[config.mk]
export PLATFORM = sky130hd
export DESIGN_NAME = cluster_accumulator_flat
export DESIGN_NICKNAME = d
export VERILOG_FILES = /design/src/rtl/cluster_accumulator_if.sv /design/src/rtl/cluster_accumulator.sv /design/src/flat_wrapper.sv
export SDC_FILE = /design/constraint.sdc
export NUM_CORES = 1
export LEC_CHECK = 0
export ABC_AREA = 1
export CORE_AREA = 2 2 196 198
export DETAILED_ROUTE_END_ITERATION = 10
export DIE_AREA = 0 0 198 200
export GPL_TIMING_DRIVEN = 0
export PLACE_DENSITY_LB_ADDON = 0.1
export SETUP_SLACK_MARGIN = 0.4
export SLEW_MARGIN = 25
export SYNTH_ARGS = -nofsm -noshare
export SYNTH_HDL_FRONTEND = slang
export SYNTH_SLANG_ARGS = --single-unit
[constraint.sdc]
create_clock -name clk -period 3.65 [get_ports clk]
set_input_delay 0.73 -clock clk [delete_from_list [all_inputs] [get_ports clk]]
set_output_delay 0.73 -clock clk [all_outputs]
set_load 0.005 [all_outputs]
[src/rtl/cluster_accumulator_if.sv]
`default_nettype none
// ============================================================================
//  Module   : cluster_accumulator_if
//  Brief    : Point-in / center-out handshake bundle for cluster_accumulator.
//  Revision : 1.0
// ============================================================================
interface cluster_accumulator_if #(
  parameter int DIM        = 3,
  parameter int DATA_RANGE = 255,
  parameter int K          = 4
);
  localparam int DIM_SIZE    = $clog2(DATA_RANGE);
  localparam int CENTER_SIZE = DIM * DIM_SIZE;
  localparam int ID_SIZE     = (K > 1) ? $clog2(K) : 1;

  logic                   in_valid;
  logic                   in_ready;
  logic [CENTER_SIZE-1:0] point;
  logic [ID_SIZE-1:0]     cluster_id;
  logic                   finalize;
  logic                   out_valid;
  logic                   out_ready;
  logic [ID_SIZE-1:0]     out_id;
  logic [CENTER_SIZE-1:0] out_center;
  logic                   out_empty;
  logic                   overflow;
  logic                   done;

  modport slave (
    input  in_valid, point, cluster_id, finalize, out_ready,
    output in_ready, out_valid, out_id, out_center, out_empty, overflow, done
  );

  modport master (
    output in_valid, point, cluster_id, finalize, out_ready,
    input  in_ready, out_valid, out_id, out_center, out_empty, overflow, done
  );
endinterface
`default_nettype wire

[src/rtl/cluster_accumulator.sv]
`default_nettype none
// ============================================================================
//  Module   : cluster_accumulator
//  Brief    : Per-cluster sum/count accumulation with sequential mean division.
//             Optional CLUSTER_ACC_ROUND_EN selects round-half-up division.
//  Revision : 1.0
// ============================================================================
module cluster_accumulator #(
  parameter int DIM        = 3,
  parameter int DATA_RANGE = 255,
  parameter int K          = 4,
  parameter int MAX_POINTS = 1023
) (
  input  logic                  clk,
  input  logic                  rst,
  cluster_accumulator_if.slave  bus
);
  localparam int DIM_SIZE = $clog2(DATA_RANGE);
  localparam int ID_SIZE  = (K > 1) ? $clog2(K) : 1;
  localparam int CNT_SIZE = $clog2(MAX_POINTS + 1);
  localparam int SUM_SIZE = DIM_SIZE + CNT_SIZE;
`ifdef CLUSTER_ACC_ROUND_EN
  localparam int DIV_W    = SUM_SIZE + 1;
`else
  localparam int DIV_W    = SUM_SIZE;
`endif
  localparam int BIT_W    = $clog2(DIV_W);
  localparam int DIM_W    = (DIM > 1) ? $clog2(DIM) : 1;

  localparam logic [BIT_W-1:0]    LAST_BIT = BIT_W'(DIV_W - 1);
  localparam logic [DIM_W-1:0]    LAST_DIM = DIM_W'(DIM - 1);
  localparam logic [ID_SIZE-1:0]  LAST_ID  = ID_SIZE'(K - 1);
  localparam logic [CNT_SIZE-1:0] CNT_MAX  = CNT_SIZE'(MAX_POINTS);

  typedef enum logic [1:0] {
    ST_ACC = 2'd0,
    ST_DIV = 2'd1,
    ST_OUT = 2'd2
  } state_t;

  state_t                         state_q, state_d;
  logic [SUM_SIZE-1:0]            sum_q [K][DIM];
  logic [SUM_SIZE-1:0]            sum_d [K][DIM];
  logic [CNT_SIZE-1:0]            cnt_q [K];
  logic [CNT_SIZE-1:0]            cnt_d [K];
  logic [ID_SIZE-1:0]             c_q, c_d;
  logic [DIM_W-1:0]               d_q, d_d;
  logic [BIT_W-1:0]               bit_q, bit_d;
  logic [CNT_SIZE-1:0]            rem_q, rem_d;
  logic [DIV_W-1:0]               quo_q, quo_d;
  logic [DIM-1:0][DIM_SIZE-1:0]   center_q, center_d;
  logic                           empty_q, empty_d;
  logic                           overflow_q, overflow_d;
  logic                           done_q, done_d;

  logic [CNT_SIZE-1:0]            w_divisor;
  logic [DIV_W-1:0]               w_dividend;
  logic [DIV_W-1:0]               w_quo_src;
  logic [DIV_W-1:0]               w_quo_next;
  logic [CNT_SIZE-1:0]            w_rem_src;
  logic [CNT_SIZE:0]              w_shift;
  logic                           w_ge;
  logic [CNT_SIZE-1:0]            w_rem_next;
  logic [DIM_SIZE-1:0]            w_result;

  // One restoring-division step per cycle; the dividend is loaded on the first
  // step of each dimension so every dimension takes exactly DIV_W cycles.
  always_comb begin
    w_divisor  = cnt_q[c_q];
`ifdef CLUSTER_ACC_ROUND_EN
    w_dividend = DIV_W'(sum_q[c_q][d_q]) + DIV_W'(w_divisor >> 1);
`else
    w_dividend = sum_q[c_q][d_q];
`endif
    w_quo_src  = (bit_q == '0) ? w_dividend : quo_q;
    w_rem_src  = (bit_q == '0) ? '0 : rem_q;
    w_shift    = {w_rem_src, w_quo_src[DIV_W-1]};
    w_ge       = (w_shift >= {1'b0, w_divisor});
    w_rem_next = w_ge ? CNT_SIZE'(w_shift - {1'b0, w_divisor}) : w_shift[CNT_SIZE-1:0];
    w_quo_next = {w_quo_src[DIV_W-2:0], w_ge};
`ifdef CLUSTER_ACC_ROUND_EN
    w_result   = (w_quo_next > DIV_W'(DATA_RANGE)) ? DIM_SIZE'(DATA_RANGE)
                                                   : w_quo_next[DIM_SIZE-1:0];
`else
    w_result   = w_quo_next[DIM_SIZE-1:0];
`endif
  end

  always_comb begin
    state_d    = state_q;
    sum_d      = sum_q;
    cnt_d      = cnt_q;
    c_d        = c_q;
    d_d        = d_q;
    bit_d      = bit_q;
    rem_d      = rem_q;
    quo_d      = quo_q;
    center_d   = center_q;
    empty_d    = empty_q;
    overflow_d = overflow_q;
    done_d     = 1'b0;

    case (state_q)
      ST_ACC: begin
        if (bus.in_valid && (int'(bus.cluster_id) < K)) begin
          if (cnt_q[bus.cluster_id] == CNT_MAX) begin
            overflow_d = 1'b1;
          end else begin
            cnt_d[bus.cluster_id] = cnt_q[bus.cluster_id] + 1'b1;
            for (int d = 0; d < DIM; d++) begin
              sum_d[bus.cluster_id][d] = sum_q[bus.cluster_id][d]
                                       + SUM_SIZE'(bus.point[d*DIM_SIZE +: DIM_SIZE]);
            end
          end
        end
        if (bus.finalize) begin
          state_d = ST_DIV;
          c_d     = '0;
          d_d     = '0;
          bit_d   = '0;
        end
      end

      ST_DIV: begin
        if (cnt_q[c_q] == '0) begin
          center_d = '0;
          empty_d  = 1'b1;
          state_d  = ST_OUT;
        end else begin
          empty_d = 1'b0;
          quo_d   = w_quo_next;
          rem_d   = w_rem_next;
          if (bit_q == LAST_BIT) begin
            center_d[d_q] = w_result;
            bit_d         = '0;
            if (d_q == LAST_DIM) begin
              d_d     = '0;
              state_d = ST_OUT;
            end else begin
              d_d = d_q + 1'b1;
            end
          end else begin
            bit_d = bit_q + 1'b1;
          end
        end
      end

      ST_OUT: begin
        if (bus.out_ready) begin
          if (c_q == LAST_ID) begin
            // Last center delivered: wipe the iteration state for the next pass.
            for (int i = 0; i < K; i++) begin
              cnt_d[i] = '0;
              for (int d = 0; d < DIM; d++) begin
                sum_d[i][d] = '0;
              end
            end
            c_d      = '0;
            center_d = '0;
            empty_d  = 1'b0;
            done_d   = 1'b1;
            state_d  = ST_ACC;
          end else begin
            c_d     = c_q + 1'b1;
            state_d = ST_DIV;
          end
        end
      end

      default: state_d = ST_ACC;
    endcase
  end

  always_ff @(posedge clk) begin
    if (rst) begin
      state_q <= ST_ACC;
      for (int i = 0; i < K; i++) begin
        cnt_q[i] <= '0;
        for (int d = 0; d < DIM; d++) begin
          sum_q[i][d] <= '0;
        end
      end
      c_q        <= '0;
      d_q        <= '0;
      bit_q      <= '0;
      rem_q      <= '0;
      quo_q      <= '0;
      center_q   <= '0;
      empty_q    <= 1'b0;
      overflow_q <= 1'b0;
      done_q     <= 1'b0;
    end else begin
      state_q    <= state_d;
      sum_q      <= sum_d;
      cnt_q      <= cnt_d;
      c_q        <= c_d;
      d_q        <= d_d;
      bit_q      <= bit_d;
      rem_q      <= rem_d;
      quo_q      <= quo_d;
      center_q   <= center_d;
      empty_q    <= empty_d;
      overflow_q <= overflow_d;
      done_q     <= done_d;
    end
  end

  assign bus.in_ready   = (state_q == ST_ACC);
  assign bus.out_valid  = (state_q == ST_OUT);
  assign bus.out_id     = c_q;
  assign bus.out_center = center_q;
  assign bus.out_empty  = empty_q;
  assign bus.overflow   = overflow_q;
  assign bus.done       = done_q;

endmodule
`default_nettype wire
[src/flat_wrapper.sv]
// flat-port wrapper written by rule: the top's interface ports become plain ports
module cluster_accumulator_flat 
#(
  parameter int DIM        = 3,
  parameter int DATA_RANGE = 255,
  parameter int K          = 4,
  parameter int MAX_POINTS = 1023
)
  (clk, rst, bus_in_valid, bus_point, bus_cluster_id, bus_finalize, bus_out_ready, bus_in_ready, bus_out_valid, bus_out_id, bus_out_center, bus_out_empty, bus_overflow, bus_done);
  cluster_accumulator_if #(.DIM(DIM), .DATA_RANGE(DATA_RANGE), .K(K)) bus_i ();
  input  logic clk;
  input  logic rst;
  input wire logic [$bits(bus_i.in_valid)-1:0] bus_in_valid;
  input wire logic [$bits(bus_i.point)-1:0] bus_point;
  input wire logic [$bits(bus_i.cluster_id)-1:0] bus_cluster_id;
  input wire logic [$bits(bus_i.finalize)-1:0] bus_finalize;
  input wire logic [$bits(bus_i.out_ready)-1:0] bus_out_ready;
  output wire logic [$bits(bus_i.in_ready)-1:0] bus_in_ready;
  output wire logic [$bits(bus_i.out_valid)-1:0] bus_out_valid;
  output wire logic [$bits(bus_i.out_id)-1:0] bus_out_id;
  output wire logic [$bits(bus_i.out_center)-1:0] bus_out_center;
  output wire logic [$bits(bus_i.out_empty)-1:0] bus_out_empty;
  output wire logic [$bits(bus_i.overflow)-1:0] bus_overflow;
  output wire logic [$bits(bus_i.done)-1:0] bus_done;
  assign bus_i.in_valid = bus_in_valid;
  assign bus_i.point = bus_point;
  assign bus_i.cluster_id = bus_cluster_id;
  assign bus_i.finalize = bus_finalize;
  assign bus_i.out_ready = bus_out_ready;
  assign bus_in_ready = bus_i.in_ready;
  assign bus_out_valid = bus_i.out_valid;
  assign bus_out_id = bus_i.out_id;
  assign bus_out_center = bus_i.out_center;
  assign bus_out_empty = bus_i.out_empty;
  assign bus_overflow = bus_i.overflow;
  assign bus_done = bus_i.done;
  cluster_accumulator #(.DIM(DIM), .DATA_RANGE(DATA_RANGE), .K(K), .MAX_POINTS(MAX_POINTS)) u_core (.clk(clk), .rst(rst), .bus(bus_i));
endmodule
# --- Word-level counts from Yosys, hierarchy flattened ---
# Index checks and enable logic that the tools add are counted.
# Widths: inputs -> output; s select.
word_totals:
  input_bits: 31
  ff_bits: 322
classes:
  n_eq_ne: 15
  mux: 72
  reduce_logical: 18
  addsub: 8
  n_bitwise: 6
  order_cmp: 7
ops:
  columns: ["cell", "count"]
  rows:
  - ["$mux 216", 4]
  - ["$bwmux 216", 3]
  - ["$pmux 216 s2", 1]
  - ["$demux 54 s2", 3]
  - ["$mux 54", 5]
  - ["$bmux 54 s2", 2]
  - ["$mux 40", 4]
  - ["$mux 24", 4]
  - ["$pmux 40 s2", 1]
  - ["$mux 18", 4]
  - ["$mux 10", 7]
  - ["$add 18x8->18", 3]
  - ["$pmux 24 s2", 1]
  - ["$bmux 10 s2", 2]
  - ["$bwmux 40", 1]
  - ["$bmux 18 s2", 1]
  - ["$mux 36", 1]
  - ["$bwmux 24", 1]
  - ["$mux 2", 11]
  - ["$demux 10 s2", 1]
  - ["$demux 8 s2", 1]
  - ["$mux 5", 3]
  - ["$reduce_and 3->1", 4]
  - ["$reduce_and 4->1", 3]
  - ["other kinds (32)", 55]

# --- Longest topological paths before layout ---
# Gate-level depths: netlist (run 1).
logic_depth:
  word_depth: 13
  depth_mapped: 26

# --- Least setup slack after synthesis (run 1) ---
# Ideal clock, no wire load.
synth_path:
  path_kind: "in2reg"
  from: "input port bus_cluster_id[0]"
  to: "register u_core.sum_q[106] (netlist bit)"
  stages: 21
  required_ns: 3.518
  slack_ns: 0.080
  t_arrival_ns: 3.438
  path_cell_list: "buf_4 nand2_2 inv_2 buf_4 buf_2 buf_1 nand2_1 nand3_1 ha_1 inv_1 fa_1 o21ai_0 nand2_1 nand3_1 nand2_1 nor2_1 nand2_1 nand2_1 nand2_1 nand2_1 a21oi_1"
synth_via:
  elab_chain_len: 11
  elab_cells_between_ends: 26
  classes_between: "add/sub (3); order compare (2); eq/ne (2); mux (16); bitwise (1); reduce/logical (2)"
synth_rtl:
  columns: ["item", "line", "source"]
  rows:
  - ["start: declaration", "flat_wrapper.sv:15", "input wire logic [$bits(bus_i.cluster_id)-1:0] bus_cluster_id;"]
  - ["$not 2->3 (not written as such) *", "cluster_accumulator.sv:106, cluster_accumulator.sv:111", null]
  - ["$bmux 54 s2, or another cell as far along", "cluster_accumulator.sv:111", "sum_d[bus.cluster_id][d] = sum_q[bus.cluster_id][d]"]
  - ["$mux 54 (not written as such) / $logic_and 1x1->1 (equally long branches)", "cluster_accumulator.sv:111", null]
  - ["$mux 54 (not written as such)", "cluster_accumulator.sv:111", null]
  - ["$add 18x8->18 / $demux 54 s2 (equally long branches)", "cluster_accumulator.sv:112, cluster_accumulator.sv:111", null]
  - ["$bwmux 216 (3 in a row)", "cluster_accumulator.sv:111", null]
  - ["$mux 216", "cluster_accumulator.sv:106", "if (cnt_q[bus.cluster_id] == CNT_MAX) begin"]
  - ["$mux 216", "cluster_accumulator.sv:105", "if (bus.in_valid && (int'(bus.cluster_id) < K)) begin"]
  - ["$pmux 216 s2", "cluster_accumulator.sv:103", "case (state_q)"]
  - ["end signal: assignment", "cluster_accumulator.sv:194", "sum_q <= sum_d;"]
  - ["end: declaration", "cluster_accumulator.sv:42", "logic [SUM_SIZE-1:0] sum_q [K][DIM];"]
# Every way passes the cells marked *; elsewhere a longest branch is shown, timed or not. The select of a mux whose other input is x is not followed.
# A chain may end at the register's enable or synchronous reset.

# --- Final worst setup path (run 1) ---
layout_path:
  from: "register u_core.c_q[0], in the netlist u_core.bus.out_id[0]"
  to: "register u_core.rem_q[6]"
layout_via:
  elab_chain_len: 10
  elab_cells_between_ends: 17
  classes_between: "add/sub (1); order compare (1); mux (11); bitwise (2); reduce/logical (2)"
layout_rtl:
  columns: ["item", "line", "source"]
  rows:
  - ["start: declaration", "cluster_accumulator.sv:46", "logic [ID_SIZE-1:0] c_q, c_d;"]
  - ["start signal: assignment", "cluster_accumulator.sv:183", "c_q <= '0;"]
  - ["start signal: assignment", "cluster_accumulator.sv:196", "c_q <= c_d;"]
  - ["$not 2->3 (not written as such) *", "cluster_accumulator.sv:69, cluster_accumulator.sv:73, cluster_accumulator.sv:125", null]
  - ["$bmux 54 s2", "cluster_accumulator.sv:73", "w_dividend = sum_q[c_q][d_q];"]
  - ["$mux 54 (not written as such) (2 in a row)", "cluster_accumulator.sv:73", null]
  - ["$bmux 18 s2", "cluster_accumulator.sv:73", null]
  - ["$mux 18 (not written as such) (2 in a row)", "cluster_accumulator.sv:73", null]
  - ["$mux 18", "cluster_accumulator.sv:75", "w_quo_src = (bit_q == '0) ? w_dividend : quo_q;"]
  - ["$sub 10x10->10 / $ge 11x10->1 (equally long branches)", "cluster_accumulator.sv:79, cluster_accumulator.sv:78", null]
  - ["$mux 10", "cluster_accumulator.sv:79", "w_rem_next = w_ge ? CNT_SIZE'(w_shift - {1'b0, w_divisor}) : w_shift[CNT_SIZE-1:0];"]
  - ["end signal: assignment", "cluster_accumulator.sv:199", "rem_q <= rem_d;"]
  - ["end: declaration", "cluster_accumulator.sv:49", "logic [CNT_SIZE-1:0] rem_q, rem_d;"]
# Marks and branches as above.

==> results.cfg, run 1 <==
[outcome]
outcome = completed

[drt]
routedWlPerCell_um = 24.70
drt_iter0_markers = 3048
wl_um = 86560
num_vias = 21930
vias_per_cell = 6.257
first_pass_iteration_count_of_the_detailed_router = 6
drc_errors = 0
drt.antenna.violating_nets = 0

[yosys]
synth_top_cells_by_area = sky130_fd_sc_hd__dfxtp_1 35%, sky130_fd_sc_hd__nand2_1 17%, sky130_fd_sc_hd__nand3_1 10%
synth_sequential_area_ratio = 0.3485
post_synth_most_frequent_cells = 840 x sky130_fd_sc_hd__nand2_1, 387 x sky130_fd_sc_hd__nand3_1, 346 x sky130_fd_sc_hd__a21oi_1
synthFlopType = sky130_fd_sc_hd__dfxtp_1
post_synthesis_register_bit_count = 322
synthDominantCellAreaShare = 0.3485
yosysWarnings = 0
synth.distinct_cells = 43
synth.avg_cell_area_um2 = 6.511
synth.cell_area_mm2 = 0.01850
asyncSetResetFlopFracSynth = 0
mappedNetlistNets = 2915
synth_edf_count = 0
yosys.area.top_type = sky130_fd_sc_hd__dfxtp_1
synthCells = 2841
yosys.cell_count.top_type = sky130_fd_sc_hd__nand2_1

[sta]
worstMarginPinSlew_ps = 1226
final.min_clock_period_ps = 3216
hold_violations = 0
rsz0062_at_grt = no
timing.final.setup_violations = 0
period_share = 0.8811
skew_ps = 16.78
maximum_frequency_from_static_timing_analysis_ghz = 0.3109
tns_ps = 0
slew_headroom = 0.1830
report.final.slew_viol_count = 0

[die]
dieArea_mm2 = 0.03960
die_width_um = 198
chipHeight_um = 200
floorplan.io_pins = 62
start_util = 0.4946
std_cell_rows = 71
core_area_mm2 = 0.03740

[layout]
number_of_standard_cells_in_the_final_layout_excluding_fillers = 3505
antenna_cells_inserted = 0
final.fill_count = 3703
layout.nets = 3039
synthToLayoutAreaGrowth_pct = 18.93
layout-drive-gt1-share = 0.1025

[grt]
first_global_vias = 19790
global_route.overflow_total = 0
gr_util_all_layers = 0.4298
pin_count_of_the_biggest_net_entering_global_routing = 14
wire_length_of_the_first_global_routing_pass_um = 125300
grt_antenna_before_repair = 2

[pwr]
seqPwrFrac = 0.263
power_density_mw_per_mm2 = 686.4
power.switching_fraction = 0.4397
combPwrFrac = 0.466
irDropWorstVdd_uv = 471.6
clock_power_share = 0.272
cellLeakagePower_nw = 8.453
cell_internal_pwr_mw = 8.460
switching_power_mw = 6.640

[clock_network]
cts_max_path_buffers = 3
cts-htree-levels = 2
cts_num_sinks = 322
cts-root-buf = sky130_fd_sc_hd__clkbuf_16
clkTransAtPathRegs_ps = 60
tritoncts_clock_tree = built
clock_insertion_delay_worst_skew_ps = 580
cts_buffers = 38

[critical_path]
worstSetupEndpointType = register
r2r_setup_slk_ps = 430
ff2ff_path_depth = 21
startpoint = u_core.bus.out_id[0]
crit_path_cell_trace = buf_8 > inv_4 > buf_12 > buf_6 > o21ai_0 > nand2_1 > nand2_1 > nand2_2 > nor2_4 > a21oi_2 > inv_2 > ha_4 > inv_1 > fa_2 > nand3_2 > nand2_4 > a31oi_4 > xor2_1 > nand2_1 > o211ai_1 > nand2_1
timing.setup.critical_path_class = reg -> reg
worst_r2r_endpoint = u_core.rem_q[6]
slowest_cell_on_the_critical_path = sky130_fd_sc_hd__fa_2
worstPathArrival_ps = 3680
critPathLaunchType = register
critPathMaxFanout = 10
critPathCapture = u_core.rem_q[6]
r2r_start = u_core.bus.out_id[0]
cp_slowest_stage_delay_ps = 410
worst_ep_required_time_ps = 4120
crit_top_cell = sky130_fd_sc_hd__nand2_1

[placement]
dpl.hpwl_um = 61150
place_inst = 3411
gp_congestion = 1.016
port_buffers = 59

[min_path]
hold_class = reg -> reg

[flow_run]
maxCapViolCount = 0
==> critical path: cells and delay by family (launching register included) <==
family / cells / cell delay, ps
simple gates: 8 / 810
fa+ha+maj: 2 / 550
buf+inv: 6 / 630
xor+xnor: 1 / 220
compound gates: 4 / 510
flops: 1 / 370
==> stage by stage <==
step	hold slack, ps	setup WS [ps]	total power, mW	util	cell area (um2)
floorplan	426.4	407.8	7.518	-	18560
global placement	439.1	-1677	9.771	0.5291	19790
detailed placement	448.0	-1711	9.817	0.5291	19790
CTS	461.0	367.8	14.19	0.5758	21540
global route	466.4	382.4	15.58	0.5882	22000
finish	456.6	433.8	15.10	0.5882	22000
==> how the worst min path moves through the flow <==
stage / start / endpoint / slack [ps] / depth (start not counted)
after floorplan: u_core.rem_q[9] / u_core.rem_q[9] / 430 / 2
after global placement: u_core.quo_q[14] / u_core.quo_q[14] / 440 / 2
after detailed placement: u_core.quo_q[10] / u_core.quo_q[10] / 450 / 2
after CTS: u_core.rem_q[9] / u_core.rem_q[9] / 460 / 2
after global routing: u_core.rem_q[6] / u_core.rem_q[6] / 470 / 2
final: u_core.rem_q[9] / u_core.rem_q[9] / 460 / 2
==> state kept, by name, indices dropped and copies added (netlist names) <==
signal and count:
u_core.rem_q 10, u_core.bus.overflow 1, u_core.bus.done 1, u_core.sum_q 216, u_core.bus.out_empty 1, u_core.quo_q 18, u_core.bus.out_id 2, u_core.bus.out_center 24
u_core.state_q 2, u_core.cnt_q 40, u_core.d_q 2, u_core.bit_q 5
==> cell families (layout without fill, tap and decap cells) <==
kind of cell,Yosys count,in the layout,synth area share
AO/OA/AOI/OAI,615,615,0.1806
AND/OR/NAND/NOR,1469,1469,0.3360
flip-flops,322,322,0.3485
buffers and inverters,352,505,0.08523
adder cells (fa/ha/maj),43,43,0.03071
XOR/XNOR,40,40,0.01894
==> layer usage <==
layer / up-vias / part of all wire / track usage
met2: 1661 / 0.40 / 0.6227
met4: 2 / 0.077 / 0.2963
met1: 10110 / 0.39 / 0.5637
met3: 395 / 0.13 / 0.1057
met5: - / 0.00015 / 0
li1: 9763 / - / -
==> layout by cell type (no fill, tap or decap), drive strengths merged, types with 6 or more instances in the layout <==
master / netlist / layout
inv: 154 / 153
nand4: 27 / 27
nor2: 185 / 185
dfxtp: 322 / 322
o22ai: 38 / 38
xnor2: 6 / 6
clkdlybuf4s50: 0 / 58
xor2: 34 / 34
o21ai: 150 / 150
clkinv: 2 / 7
a22oi: 33 / 33
ha: 39 / 39
buf: 111 / 139
nand3: 394 / 394
clkbuf: 85 / 143
a21oi: 347 / 347
a31oi: 8 / 8
nor3: 10 / 10
nand2: 843 / 843
nand3b: 8 / 8
o211ai: 19 / 19
==> final cells by class <==
class / instances / area, um2 / area share
clock buffer: 60 / 1217 / 0.05534
timing repair buffer: 84 / 792.0 / 0.03600
tap: 511 / 639.4 / 0.02906
clock inverter: 9 / 103.9 / 0.004721
buffer: 196 / 1343 / 0.06103
multi-input combinational: 2167 / 10840 / 0.4928
inverter: 156 / 609.3 / 0.02770
sequential: 322 / 6452 / 0.2933
==> power by group through the flow <==
stage          Clock [mW]  Combinational [mW]  Sequential (mW)
4_1_cts              4.08                6.15             3.95
3_3_place_gp            0                5.76             4.02
3_5_place_dp            0                5.79             4.02
6_report             4.10                7.03             3.97
2_1_floorplan           0                3.54             3.98
5_1_grt              4.23                7.36             3.99
==> repair_timing <==
item | in CTS | in global routing
pin swaps | 8 | 17
hold buffers | 0 | 0
gates resized for setup | 123 | 79
buffers inserted | 5 | 20
setup endpoints to repair | 276 | 137
(Power assumes the default switching activity.)
==> inputs of run 2 (changes only) <==
- RECOVER_POWER: default -> 25
==> results.cfg, run 2 (synthesis gave the netlist of run 1 again) <==
[clock_network]
cts-root-buf = sky130_fd_sc_hd__clkbuf_16
clkTransAtPathRegs_ps = 60
tritoncts_clock_tree = built
cts_max_path_buffers = 3
cts_buffers = 38
clock_insertion_delay_worst_skew_ps = 580
cts-htree-levels = 2
cts_num_sinks = 322

[drt]
drt_iter0_markers = 3000
vias_per_cell = 6.243
drc_errors = 0
drt.antenna.violating_nets = 0
routedWlPerCell_um = 24.68
wl_um = 86500
first_pass_iteration_count_of_the_detailed_router = 6
num_vias = 21880

[placement]
dpl_cell_area_mm2 = 0.01979
dp_worst_setup_slack_ps = -1711
gp_congestion = 1.016
dpl.hpwl_um = 61150
place_inst = 3411
port_buffers = 59

[sta]
rsz0062_at_grt = no
hold_violations = 0
worst_slack_ps = 227.6
report.final.slew_viol_count = 0
fin_hold_ws_ps = 456.6
final.min_clock_period_ps = 3422
timing.final.setup_violations = 0
skew_ps = 15.60
period_share = 0.9376
slew_headroom = 0.1884
tns_ps = 0
maximum_frequency_from_static_timing_analysis_ghz = 0.2922
worstMarginPinSlew_ps = 1217

[flow_run]
maxCapViolCount = 0

[die]
start_util = 0.4946
core_area_mm2 = 0.03740
floorplan.io_pins = 62
chipHeight_um = 200
die_width_um = 198
dieArea_mm2 = 0.03960
std_cell_rows = 71

[layout]
synthToLayoutAreaGrowth_pct = 18.78
largest_register_ff_count = 216
postLayoutCoreUtil = 0.5875
layout.cells.most_common_list = 820 x sky130_fd_sc_hd__nand2_1, 381 x sky130_fd_sc_hd__nand3_1, 344 x sky130_fd_sc_hd__a21oi_1
layout_commonest_cell = sky130_fd_sc_hd__nand2_1
postLayoutCellArea_mm2 = 0.02197
layout-drive-gt1-share = 0.09920
layout.nets = 3039
antenna_cells_inserted = 0
number_of_standard_cells_in_the_final_layout_excluding_fillers = 3505
max_flop_register = u_core.sum_q

[grt]
grt_antenna_before_repair = 2
global_route.overflow_total = 0
groute.layer.met1.usage = 0.5637
pin_count_of_the_biggest_net_entering_global_routing = 14
grt_most_used_layer = met2
first_global_vias = 19790
grt_use_met2 = 0.6227
wire_length_of_the_first_global_routing_pass_um = 125300
gr_util_all_layers = 0.4298
grt_use_met3 = 0.1057

[pwr]
irDropWorstVdd_uv = 472.6
cellLeakagePower_nw = 8.534
power.total_mw = 15.07
power_density_mw_per_mm2 = 685.7

[critical_path]
critPathLaunchType = register
worst_ep_required_time_ps = 4110
critPathMaxFanout = 10
worstPathBufferInverterCount = 4
ff2ff_path_depth = 18
worst_r2r_endpoint = u_core.rem_q[6]
cp_slowest_stage_delay_ps = 560
r2r_setup_slk_ps = 230
r2r_start = u_core.bus.out_id[1]
slowest_cell_on_the_critical_path = sky130_fd_sc_hd__clkbuf_1
crit_path_cell_trace = buf_6 > clkbuf_1 > o22ai_1 > nand2_1 > nand2_2 > nor2_4 > a21oi_2 > inv_2 > ha_4 > inv_1 > fa_2 > nand3_2 > nand2_4 > a31oi_4 > xor2_1 > nand2_1 > o211ai_1 > nand2_1
timing.setup.critical_path_class = reg -> reg
worstSetupEndpointType = register
crit_top_cell = sky130_fd_sc_hd__nand2_1
cell_family_with_the_largest_share_of_critical_path_delay = buffers and inverters
worstPathArrival_ps = 3880

[min_path]
hold_class = reg -> reg
hold_path.startpoint = u_core.rem_q[9]
timing.hold.worst_path_depth = 2
timing.hold.worst_endpoint = u_core.rem_q[9]

[outcome]
outcome = completed
-- run 2: power by group --
group,internal (mW),total [mW],leakage [nW],switching [mW]
clock,2.43,4.09,0.648,1.66
combinational,2.22,7.01,5.28,4.79
sequential,3.78,3.96,2.60,0.181
total,8.43,15.1,8.53,6.63
-- run 2: repair_timing --
action / 4_1_cts / 5_1_grt
pin swaps: 8 / 17
hold buffers: 0 / 0
endpoints found under the hold margin: 0 / 0
buffers inserted: 5 / 20
endpoints found under the setup margin: 276 / 137
resized for setup: 123 / 79
-- run 2: worst max path at each step --
stage,startpoint,endpoint,cells past startpoint
final,u_core.bus.out_id[1],u_core.rem_q[6],18
after global routing,u_core.bus.out_id[1],u_core.rem_q[6],18
after CTS,u_core.bus.out_id[0],u_core.rem_q[6],21
after detailed placement,bus_cluster_id[1],u_core.sum_q[153],18
after global placement,bus_cluster_id[1],u_core.sum_q[84],18
after floorplan,bus_cluster_id[0],u_core.sum_q[138],19
-- run 2: final cells by class --
cell class | count | area [um2]
clock buffer | 60 | 1217
inverter | 156 | 609.3
tap | 511 | 639.4
buffer | 196 | 1338
multi-input combinational | 2167 | 10820
fill | 3712 | 15430
clock inverter | 9 | 103.9
timing repair buffer | 84 | 792.0
sequential | 322 | 6449
-- run 2: tightest hold or removal path, stage by stage (launching register included) --
cell,delay [ps]
sky130_fd_sc_hd__dfxtp_1,310
sky130_fd_sc_hd__nand2_1,60
sky130_fd_sc_hd__nand2_1,50
-- run 2: per-layer routing --
metal / up-vias / share of wire
met5: - / 0.00015
li1: 9770 / -
met4: 2 / 0.076
met2: 1580 / 0.41
met1: 10130 / 0.39
met3: 396 / 0.13
==> inputs of run 3 (changes only) <==
- GPL_ROUTABILITY_DRIVEN: default -> 1
- PLACE_DENSITY: default -> 0.78
- PLACE_DENSITY_LB_ADDON: 0.1 -> default
==> results.cfg, run 3 (synthesis gave the netlist of run 1 again) <==
[drt]
routedWlPerCell_um = 25.19
vias_per_cell = 6.316
wl_um = 88130
drt.antenna.violating_nets = 0
first_pass_iteration_count_of_the_detailed_router = 6
num_vias = 22090
drc_errors = 0
drt_iter0_markers = 3266

[die]
dieArea_mm2 = 0.03960
core_area_mm2 = 0.03740
std_cell_rows = 71
chipHeight_um = 200
start_util = 0.4946
die_width_um = 198
floorplan.io_pins = 62

[sta]
maximum_frequency_from_static_timing_analysis_ghz = 0.2928
hold_violations = 0
final.min_clock_period_ps = 3416
worstMarginPinSlew_ps = 1164
period_share = 0.9358
worst_slack_ps = 234.5
skew_ps = 16.57
timing.final.setup_violations = 0
slew_headroom = 0.2241
report.final.slew_viol_count = 0
rsz0062_at_grt = no

[clock_network]
cts-hold-fix-buffers = 0
tritoncts_clock_tree = built
clock_insertion_delay_worst_skew_ps = 570
cts-root-buf = sky130_fd_sc_hd__clkbuf_16
cts_max_path_buffers = 3
clkTransAtPathRegs_ps = 60
cts_num_sinks = 322
cts-htree-levels = 2
cts_buffers = 38

[placement]
port_buffers = 59
dpl_cell_area_mm2 = 0.01979
gp_congestion = 1.026
place_inst = 3411
dpl.hpwl_um = 61760
dp_worst_setup_slack_ps = -1577

[layout]
layout_commonest_cell = sky130_fd_sc_hd__nand2_1
number_of_standard_cells_in_the_final_layout_excluding_fillers = 3498
final.fill_count = 3531
layout-drive-gt1-share = 0.1001
largest_register_ff_count = 216
area.sequential_mm2 = 0.006451
multi_input_area_mm2 = 0.01085
layout.cells.most_common_list = 819 x sky130_fd_sc_hd__nand2_1, 383 x sky130_fd_sc_hd__nand3_1, 344 x sky130_fd_sc_hd__a21oi_1
postLayoutCoreUtil = 0.5876
synthToLayoutAreaGrowth_pct = 18.81
max_flop_register = u_core.sum_q
postLayoutCellArea_mm2 = 0.02198
layout.nets = 3033

[critical_path]
timing.setup.critical_path_class = in -> reg
crit_path_cell_trace = buf_6 > inv_6 > nor2_8 > clkbuf_2 > nand2_1 > and2_1 > nand2_1 > ha_1 > nand2_1 > nor2_4 > nand3_1 > nand3_1 > inv_2 > clkbuf_2 > nand2_1 > a21oi_1
cp_slowest_stage_delay_ps = 450
worstPathBufferInverterCount = 5
critPathLaunchType = primary input
worst_ep_required_time_ps = 4050
worstPathArrival_ps = 3820
cell_family_with_the_largest_share_of_critical_path_delay = simple AND/OR/NAND/NOR gates
critPathMaxFanout = 10
crit_top_cell = sky130_fd_sc_hd__nand2_1
slowest_cell_on_the_critical_path = sky130_fd_sc_hd__nand3_1
r2r_setup_slk_ps = 260
worstSetupEndpointType = register

[pwr]
cellLeakagePower_nw = 8.539
irDropWorstVdd_uv = 429.9
power_density_mw_per_mm2 = 680.1
power.total_mw = 14.95

[grt]
first_global_vias = 20450
grt_antenna_before_repair = 0
gr_util_all_layers = 0.4362
global_route.overflow_total = 0
pin_count_of_the_biggest_net_entering_global_routing = 13
wire_length_of_the_first_global_routing_pass_um = 126900

[min_path]
hold_class = reg -> reg

[outcome]
outcome = completed

[flow_run]
maxCapViolCount = 0
-- run 3: changes by cell type in the layout (fill, tap and decap cells not counted), sizes merged --
cell / before / now
clkinvlp: 3 / 0
bufinv: 2 / 4
inv: 153 / 154
clkinv: 7 / 10
diode: 0 / 1
clkbuf: 149 / 144
buf: 133 / 127
-- run 3: path summary, 6_finish.rpt --
path	cells past startpoint	start	to
max	16	bus_cluster_id[0]	u_core.sum_q[202]
min	2	u_core.bus.out_center[18]	u_core.bus.out_center[18]
max reg2reg	11	u_core.bus.out_id[0]	u_core.quo_q[17]
min reg2reg	2	u_core.bus.out_center[18]	u_core.bus.out_center[18]
-- run 3: routing by layer --
layer,global-route usage,vias to the layer above,routed length (um)
met5,0,-,0
met4,0.3152,0,7146
met1,0.5581,10180,32470
li1,-,9758,-
met3,0.09190,430,11620
met2,0.6547,1720,36890
-- run 3: power by group --
group	leakage (nW)	internal [mW]	switching (mW)
Clock	0.676	2.54	1.64
Combinational	5.26	2.08	4.72
Sequential	2.60	3.78	0.192
Total	8.54	8.40	6.55
-- run 3: layout make-up --
class                   instances  share of cell area
diodes                          1           0.0001139
inverters                     156             0.02755
multi-input cells            2167              0.4936
repair buffers                 78             0.03410
clock inverters                12            0.007287
plain buffers                 196             0.06063
clock buffers                  55             0.05408
well taps                     511             0.02909
flip-flops and latches        322              0.2935
-- run 3: worst reg2reg max path, stage by stage, from the launching register on --
cell and delay (ps):
sky130_fd_sc_hd__dfxtp_1 360, sky130_fd_sc_hd__buf_12 160, sky130_fd_sc_hd__inv_4 100, sky130_fd_sc_hd__buf_8 170
sky130_fd_sc_hd__clkbuf_1 660, sky130_fd_sc_hd__clkbuf_1 810, sky130_fd_sc_hd__o21ai_0 160, sky130_fd_sc_hd__o22ai_1 380
sky130_fd_sc_hd__nand2_1 130, sky130_fd_sc_hd__nand4_1 140, sky130_fd_sc_hd__o21ai_0 100, sky130_fd_sc_hd__o22ai_1 110
-- run 3: repair_timing --
item / 4_1_cts / 5_1_grt
setup endpoints to repair: 274 / 131
resized for setup: 117 / 103
pin swaps: 10 / 11
setup buffers: 4 / 14
cloned: 0 / 1
-- run 3: stage by stage --
stage / TNS [ps] / hold slack, ps
final: 0 / 458.5
after detailed placement: -277550 / 444.9
after floorplan: 0 / 426.4
after CTS: 0 / 457.1
after global routing: 0 / 469.6
after global placement: -267470 / 439.2
